===== src/rtl/alu_arbiter.sv =====
// alu_arbiter: shares one external combinational ALU between two requesters.
// Round-robin grant in IDLE, one EXEC cycle to capture the ALU result, then a
// per-requester valid/ready response. Optional macro DIV0_FLAG_EN turns a
// divide-by-zero request (op 4'b0100, b == 0) into rsp_data = all ones with
// rsp_err = 1; without it rsp_err is tied low and alu_out is passed through.
module alu_arbiter #(
    parameter int unsigned DATA_W = 4,
    parameter int unsigned OP_W   = 4,
    parameter int unsigned RES_W  = 8,
    parameter int unsigned CNT_W  = 16
) (
    input  logic              clk,
    input  logic              rst,
    input  logic              req0_valid,
    output logic              req0_ready,
    input  logic [OP_W-1:0]   req0_op,
    input  logic [DATA_W-1:0] req0_a,
    input  logic [DATA_W-1:0] req0_b,
    input  logic              req1_valid,
    output logic              req1_ready,
    input  logic [OP_W-1:0]   req1_op,
    input  logic [DATA_W-1:0] req1_a,
    input  logic [DATA_W-1:0] req1_b,
    output logic              rsp0_valid,
    input  logic              rsp0_ready,
    output logic              rsp1_valid,
    input  logic              rsp1_ready,
    output logic [RES_W-1:0]  rsp_data,
    output logic              rsp_err,
    output logic [DATA_W-1:0] alu_in1,
    output logic [DATA_W-1:0] alu_in2,
    output logic [OP_W-1:0]   alu_op,
    input  logic [RES_W-1:0]  alu_out,
    output logic              busy,
    output logic [CNT_W-1:0]  op_count
);

    typedef enum logic [1:0] {
        IDLE = 2'd0,
        EXEC = 2'd1,
        RESP = 2'd2
    } state_t;

    state_t            state;
    logic              last_grant;
    logic              owner;
    logic              grant0;
    logic              grant1;
    logic              accept;
    logic [OP_W-1:0]   sel_op;
    logic [DATA_W-1:0] sel_a;
    logic [DATA_W-1:0] sel_b;
    logic              rsp_take;

`ifdef DIV0_FLAG_EN
    localparam logic [OP_W-1:0] OP_DIV = OP_W'(4'b0100);
    logic div0;
    logic sel_div0;
`endif

    // Round-robin grant: a lone requester wins, a tie goes to the one not served last
    always_comb begin
        grant0 = 1'b0;
        grant1 = 1'b0;
        if (req0_valid && req1_valid) begin
            grant0 = last_grant;
            grant1 = !last_grant;
        end else begin
            grant0 = req0_valid;
            grant1 = req1_valid;
        end
    end

    // Operation fields of the granted requester
    always_comb begin
        sel_op = grant1 ? req1_op : req0_op;
        sel_a  = grant1 ? req1_a  : req0_a;
        sel_b  = grant1 ? req1_b  : req0_b;
    end

`ifdef DIV0_FLAG_EN
    // Divide-by-zero detection on the operation being accepted
    always_comb begin
        sel_div0 = (sel_op == OP_DIV) && (sel_b == DATA_W'(0));
    end
`endif

    assign accept     = (state == IDLE) && (grant0 || grant1);
    assign req0_ready = (state == IDLE) && grant0;
    assign req1_ready = (state == IDLE) && grant1;
    assign rsp_take   = owner ? rsp1_ready : rsp0_ready;
    assign busy       = (state != IDLE);

`ifndef DIV0_FLAG_EN
    assign rsp_err = 1'b0;
`endif

    // Arbitration FSM with registered ALU drive, response and counter
    always_ff @(posedge clk) begin
        if (rst) begin
            state      <= IDLE;
            last_grant <= 1'b1;
            owner      <= 1'b0;
            alu_in1    <= '0;
            alu_in2    <= '0;
            alu_op     <= '0;
            rsp_data   <= '0;
            rsp0_valid <= 1'b0;
            rsp1_valid <= 1'b0;
            op_count   <= '0;
`ifdef DIV0_FLAG_EN
            div0       <= 1'b0;
            rsp_err    <= 1'b0;
`endif
        end else begin
            case (state)
                IDLE: begin
                    if (accept) begin
                        alu_op     <= sel_op;
                        alu_in1    <= sel_a;
                        alu_in2    <= sel_b;
                        owner      <= grant1;
                        last_grant <= grant1;
`ifdef DIV0_FLAG_EN
                        div0       <= sel_div0;
`endif
                        state      <= EXEC;
                    end
                end
                EXEC: begin
`ifdef DIV0_FLAG_EN
                    if (div0) begin
                        rsp_data <= {RES_W{1'b1}};
                        rsp_err  <= 1'b1;
                    end else begin
                        rsp_data <= alu_out;
                        rsp_err  <= 1'b0;
                    end
`else
                    rsp_data <= alu_out;
`endif
                    rsp0_valid <= !owner;
                    rsp1_valid <= owner;
                    state      <= RESP;
                end
                RESP: begin
                    if (rsp_take) begin
                        rsp0_valid <= 1'b0;
                        rsp1_valid <= 1'b0;
                        op_count   <= op_count + CNT_W'(1);
                        state      <= IDLE;
                    end
                end
                default: begin
                    state <= IDLE;
                end
            endcase
        end
    end

endmodule


===== config.mk =====
export PLATFORM = sky130hd
export DESIGN_NAME = alu_arbiter
export DESIGN_NICKNAME = d
export VERILOG_FILES = /design/src/rtl/alu_arbiter.sv
export SDC_FILE = /design/constraint.sdc
export NUM_CORES = 1
export LEC_CHECK = 0
export ABC_AREA = 1
export CAP_MARGIN = 20
export CORE_UTILIZATION = 43
export DETAILED_ROUTE_END_ITERATION = 8
export GPL_TIMING_DRIVEN = 0
export HOLD_SLACK_MARGIN = 0.03
export PLACE_DENSITY = 0.8
export SYNTH_ARGS = -nofsm -noshare
export SYNTH_HDL_FRONTEND = slang
export SYNTH_SLANG_ARGS = --single-unit

===== constraint.sdc =====
create_clock -name clk -period 1.6 [get_ports clk]
set_clock_uncertainty 0.1 [all_clocks]
set_input_delay 0.16 -clock clk [delete_from_list [all_inputs] [get_ports clk]]
set_output_delay 0.16 -clock clk [all_outputs]
set_load 0.03 [all_outputs]

==> results.toml, run 1 <==
[detailed_routing]
route.detailed.drc = 0
dr.pass1.iters = 5
wl_per_cell_um = 12.2
first_iter_violations = 89
via_count = 2095
drt-total-wl_mm = 5.13
vias_per_cell = 4.98
drt.antenna.violating_nets = 0

[worst_setup_path]
arrival_ps = 1310
crit_type = "flip-flop to primary output"
crit_chain = "clkdlybuf4s50_1"
cp_num_cells = 1
rr_worst_depth = 7
critPathLaunchType = "flip-flop"
critPathCaptureType = "primary output"
cp_top_family = "buffers and inverters"
worst-path-buf-inv = 1
required_ps = 1340
crit_fanout = 2
max_stage_delay_ps = 670
slowest_stage = "clkdlybuf4s50_1"

[synth]
synth_top_flop_cell = "dfxtp_1"
ys_seq_elements = 42
synth.area.top_cells = "dfxtp_1 (42%), nand2_1 (9.9%), nand3_1 (9.0%)"
synth_top_area_frac = 0.420
async_flop_share = 0
synth_edf_count = 0
synth.avg_cell_area_sq_um = 7.12
synth_cells = 281
yosysWarnings = 0
yosysSeqAreaShare = 0.420
synth_top_cell_by_area = "dfxtp_1"
syn-cell-area_sq_um = 2000
yosys.cell_types.count = 28
synth_nets = 320

[pwr]
irDropWorstVdd_mv = 0.516
combPwrFrac = 0.259
p_seq_frac = 0.430
powerDensity_nw_per_um2 = 905
total_power_mw = 2.73
p_int_mw = 1.93
sw_frac_of_total = 0.292
clkPwrFrac = 0.311
leakagePower_nw = 1.68
p_sw_uw = 797

[run_status]
status = "complete, no violations"

[cells_and_area]
final_common_cell = "nand2_1"
nFillCells = 392
drive_gt1_frac = 0.0976
fin_cells = 421
layout_common_cells = "nand2_1 (53), nor2_1 (45), clkdlybuf4s50_1 (44), dfxtp_1 (40), nand3_1 (34)"
nNetsFinal = 408
area_growth_pct = 50.8
design_area_sq_um = 3020
diodes = 0

[grt]
antenna_found_initial = 0
grt_pass1_wl_mm = 8.58
grt_pass1_vias = 1965
grt_max_degree = 13
grt_overflow_total = 0
grtUsageTotal = 0.219

[cts]
cts.reportedPaths.clkPinSlew_ps = 80
cts_tree = "done"
ctsHoldBuffers = 0
clockBufferDepth = 2
cts-root-buf = "clkbuf_8"
clock-sinks = 42
clk_latency_ps = 290
numCtsBuffers = 5
htreeDepth = 2

[timing]
setup_violations = 0
slew_violations = 0
hold_viol_final = 0
fin_crit_ps = 1570
fin_setup_tns_ps = 0
max_freq_mhz = 636
post-route-period-util = 0.983

[placed_design]
routabilityCongestion = 0.830
portBuffers = 77
place_hpwl_mm = 3.87
placedInstanceArea_sq_um = 2840
dp_cells = 410

[die]
pin_count = 80
placeableCoreArea_sq_um = 4410
row_count = 24
start_util = 0.453
dieWidth_um = 70.2
dieArea_sq_um = 4930
die_h_um = 70.2

[min_path]
hold_depth = 2
holdCritPathClass = "input pin to flip-flop"

[run]
maxCapViolCount = 0
[sequential cells by signal, summed over array words and instances (netlist names)]
register,count
alu_in1,4
alu_in2,4
alu_op,4
last_grant,1
op_count,16
owner,1
rsp0_valid,1
rsp1_valid,1
rsp_data,8
state,2
[synthesized netlist by cell type, drive strengths merged (5+ instances only)]
cell type,number
dfxtp,42
buf,7
nand3,36
nand4,5
inv,32
a21oi,9
o21ai,14
o211a,12
clkbuf,5
nand2,59
nor3,5
nor2,49
[power by group through the flow]
stage               clock, mW  sequential [mW]  combinational [mW]
floorplan                   0             1.34               0.263
global placement            0             1.20               0.711
detailed placement          0             1.20               0.719
CTS                     0.864             1.18               0.716
global route            0.912             1.19               0.764
finish                  0.849             1.18               0.706
[routing by layer]
metal  vias up  GRT usage  wire (um)
met1       935      0.256       2250
li1       1084          -          -
met5         -          0          0
met3        10     0.0736        343
met2        66      0.371       2430
met4         0     0.0800         97
[final timing paths]
path	startpoint	end	slack (ps)
max	alu_in2[0]	alu_in2[0]	30
min	rst	owner	70
max reg2reg	op_count[2]	op_count[9]	110
min reg2reg	op_count[4]	op_count[4]	360
[cells by family (layout without fill, tap and decap cells)]
group           after synthesis  after routing  synth area share
compound gates               38             38             0.128
xor+xnor                      1              1           0.00438
fa+ha+maj                     1              1           0.00625
buf+inv                      44            132            0.0951
flops                        42             42             0.420
other cells                   1              1           0.00187
simple gates                154            154             0.344
[timing repair]
item / in CTS / in global routing
gates resized for setup: 25 / 21
setup endpoints to repair: 16 / 30
hold endpoints to repair: 0 / 0
buffers inserted: 0 / 4
gates cloned: 0 / 0
pin swaps: 0 / 1
[through the flow]
step | worst slack [ps] | hold WS (ps) | utilization
final | 27.0 | 71.2 | 0.683
after global routing | -30.1 | 72.3 | 0.683
after CTS | 4.86 | 62.6 | 0.665
after detailed placement | -347 | 361 | 0.643
after global placement | -358 | 342 | 0.643
after floorplan | 68.6 | 195 | -
[cell type report]
type	instances	area, sq um	area share
Clock inverter	1	30.0	0.00995
Clock buffer	6	82.6	0.0274
Sequential cell	42	843	0.280
Multi-Input combinational cell	195	990	0.328
Buffer	12	70.1	0.0232
Timing Repair Buffer	81	816	0.270
Tap cell	52	65.1	0.0216
Inverter	32	120	0.0398
(Power assumes the default switching activity.)
==> inputs of run 2 (changes only) <==
SLEW_MARGIN = 15   (was unset)
==> results of run 2 <==
No change in the layout: final DEF, timing and power equal those of run 1.
==> inputs of run 3 (changes only) <==
CORE_ASPECT_RATIO = 2   (was unset)
PLACE_DENSITY = 0.81   (was 0.8)
==> run 3 against run 2 <==
Worst setup slack better by 3.2 ps. Fmax is 0.20% higher. Sequential power hardly changed. Register-to-register slack better by 20 ps. Core utilization is 0.97 points lower. Via count is 2.4% higher. Die area is 0.33% higher. First-iteration DRC count is 71% lower. Clock power is 16% lower. Combinational power is 0.6% higher. Hold slack worse by 16 ps. Critical path depth stayed put. Critical endpoint is now rsp_data[3]. Highest routed layer unchanged.
==> results.toml, run 3 (same netlist as run 1, synthesis figures left out) <==
[run_status]
status = "complete, no violations"

[cells_and_area]
fin_cells = 422
drive_gt1_frac = 0.0951
layout_common_cells = "nand2_1 (53), nor2_1 (44), clkdlybuf4s50_1 (44), dfxtp_1 (40), nand3_1 (34)"
area_growth_pct = 49.0
diodes = 0
final_common_cell = "nand2_1"
largest_register_ffs = 16
top_regs = "op_count (16), rsp_data (8)"
nNetsFinal = 406
fin_util = 0.674
design_area_sq_um = 2980
regMostFlops = "op_count"

[placed_design]
dp_cells = 412
routabilityCongestion = 0.886
place_hpwl_mm = 3.99
portBuffers = 77
dp_worst_setup_slack_ps = -377
placedInstanceArea_sq_um = 2840

[min_path]
holdCritPathClass = "input pin to flip-flop"
hp-start = "rst"
whs_endpoint = "owner"
hold_depth = 2

[cts]
ctsHoldBuffers = 0
cts-root-buf = "clkbuf_8"
clockBufferDepth = 2
htreeDepth = 2
cts_tree = "done"
cts.reportedPaths.clkPinSlew_ps = 80
clock-sinks = 42
numCtsBuffers = 5
clk_latency_ps = 300

[die]
pin_count = 80
placeableCoreArea_sq_um = 4420
start_util = 0.452
row_count = 34
dieArea_sq_um = 4950
dieWidth_um = 50.2
die_h_um = 98.5

[grt]
grt_max_degree = 13
grt_pass1_wl_mm = 8.61
grt_overflow_total = 0
antenna_found_initial = 0
grtUsageTotal = 0.227
grt_pass1_vias = 2078

[pwr]
powerDensity_nw_per_um2 = 871
irDropWorstVdd_mv = 0.670
leakagePower_nw = 1.61

[detailed_routing]
wl_per_cell_um = 12.4
drt-total-wl_mm = 5.25
first_iter_violations = 26
route.detailed.drc = 0
dr.pass1.iters = 4
via_count = 2146
drt.antenna.violating_nets = 0
vias_per_cell = 5.09

[timing]
max_freq_mhz = 637
rsz0062_at_grt = "yes"
hold_viol_final = 0
maxSlewHeadroom = 0.636
fin_ws_ps = 30.2
worst_slew_pin_slew_ps = 546
post-route-period-util = 0.981
fin_crit_ps = 1570
setup_violations = 0
slew_violations = 0

[worst_setup_path]
arrival_ps = 1310
crit_fanout = 2
rr_endpoint = "op_count[10]"
required_ps = 1340
crit_chain = "clkdlybuf4s50_1"
crit_type = "flip-flop to primary output"
critPathCaptureType = "primary output"
r2r_setup_slack_ps = 130
cp_top_family = "buffers and inverters"
r2r_start = "op_count[1]"
worst-path-buf-inv = 1
max_stage_delay_ps = 670
rr_worst_depth = 8
slowest_stage = "clkdlybuf4s50_1"
critPathLaunchType = "flip-flop"

[run]
maxCapViolCount = 0
[run 3: routing by layer]
layer | vias to the layer above | wire length, um | track usage
met2 | 64 | 2980 | 0.433
li1 | 1082 | - | -
met3 | 13 | 253 | 0.0448
met5 | - | 0 | 0
met4 | 0 | 169 | 0.138
met1 | 987 | 1850 | 0.205
[run 3: worst max-delay path by stage]
stage,depth (start not counted),endpoint,from,slack [ps]
6_report,1,rsp_data[3],rsp_data[3],30
3_3_place_gp,4,req1_ready,req1_valid,-390
4_1_cts,1,op_count[15],op_count[15],0.7
3_5_place_dp,4,req1_ready,req1_valid,-380
2_1_floorplan,8,op_count[8],op_count[1],70
5_1_grt,7,op_count[4],state[1],-4
[run 3: what timing repair did]
action	CTS	global route
pin swaps	0	1
resized for setup	29	22
cloned	0	0
setup endpoints to repair	20	21
buffers inserted	0	2
[run 3: layout make-up]
class / instances / area, sq um
clock inverter: 1 / 5.00
multi-input combinational: 195 / 997
fill: 419 / 1440
buffer: 12 / 70.1
inverter: 32 / 120
tap: 54 / 67.6
timing repair buffer: 79 / 786
sequential: 42 / 848
clock buffer: 7 / 86.3
[run 3: where the power goes]
part	internal (mW)	switching (mW)
combinational	0.304	0.405
sequential	1.13	0.0486
clock	0.348	0.363
total	1.78	0.817
[run 3: metrics by stage]
stage | TNS [ps] | total power, mW | hold WS, ps
after floorplan | 0 | 1.60 | 195
after global placement | -2010 | 1.91 | 343
after detailed placement | -2300 | 1.92 | 353
after CTS | 0 | 2.62 | 48.2
after global routing | -6.53 | 2.71 | 62.8
final | 0 | 2.60 | 55.2
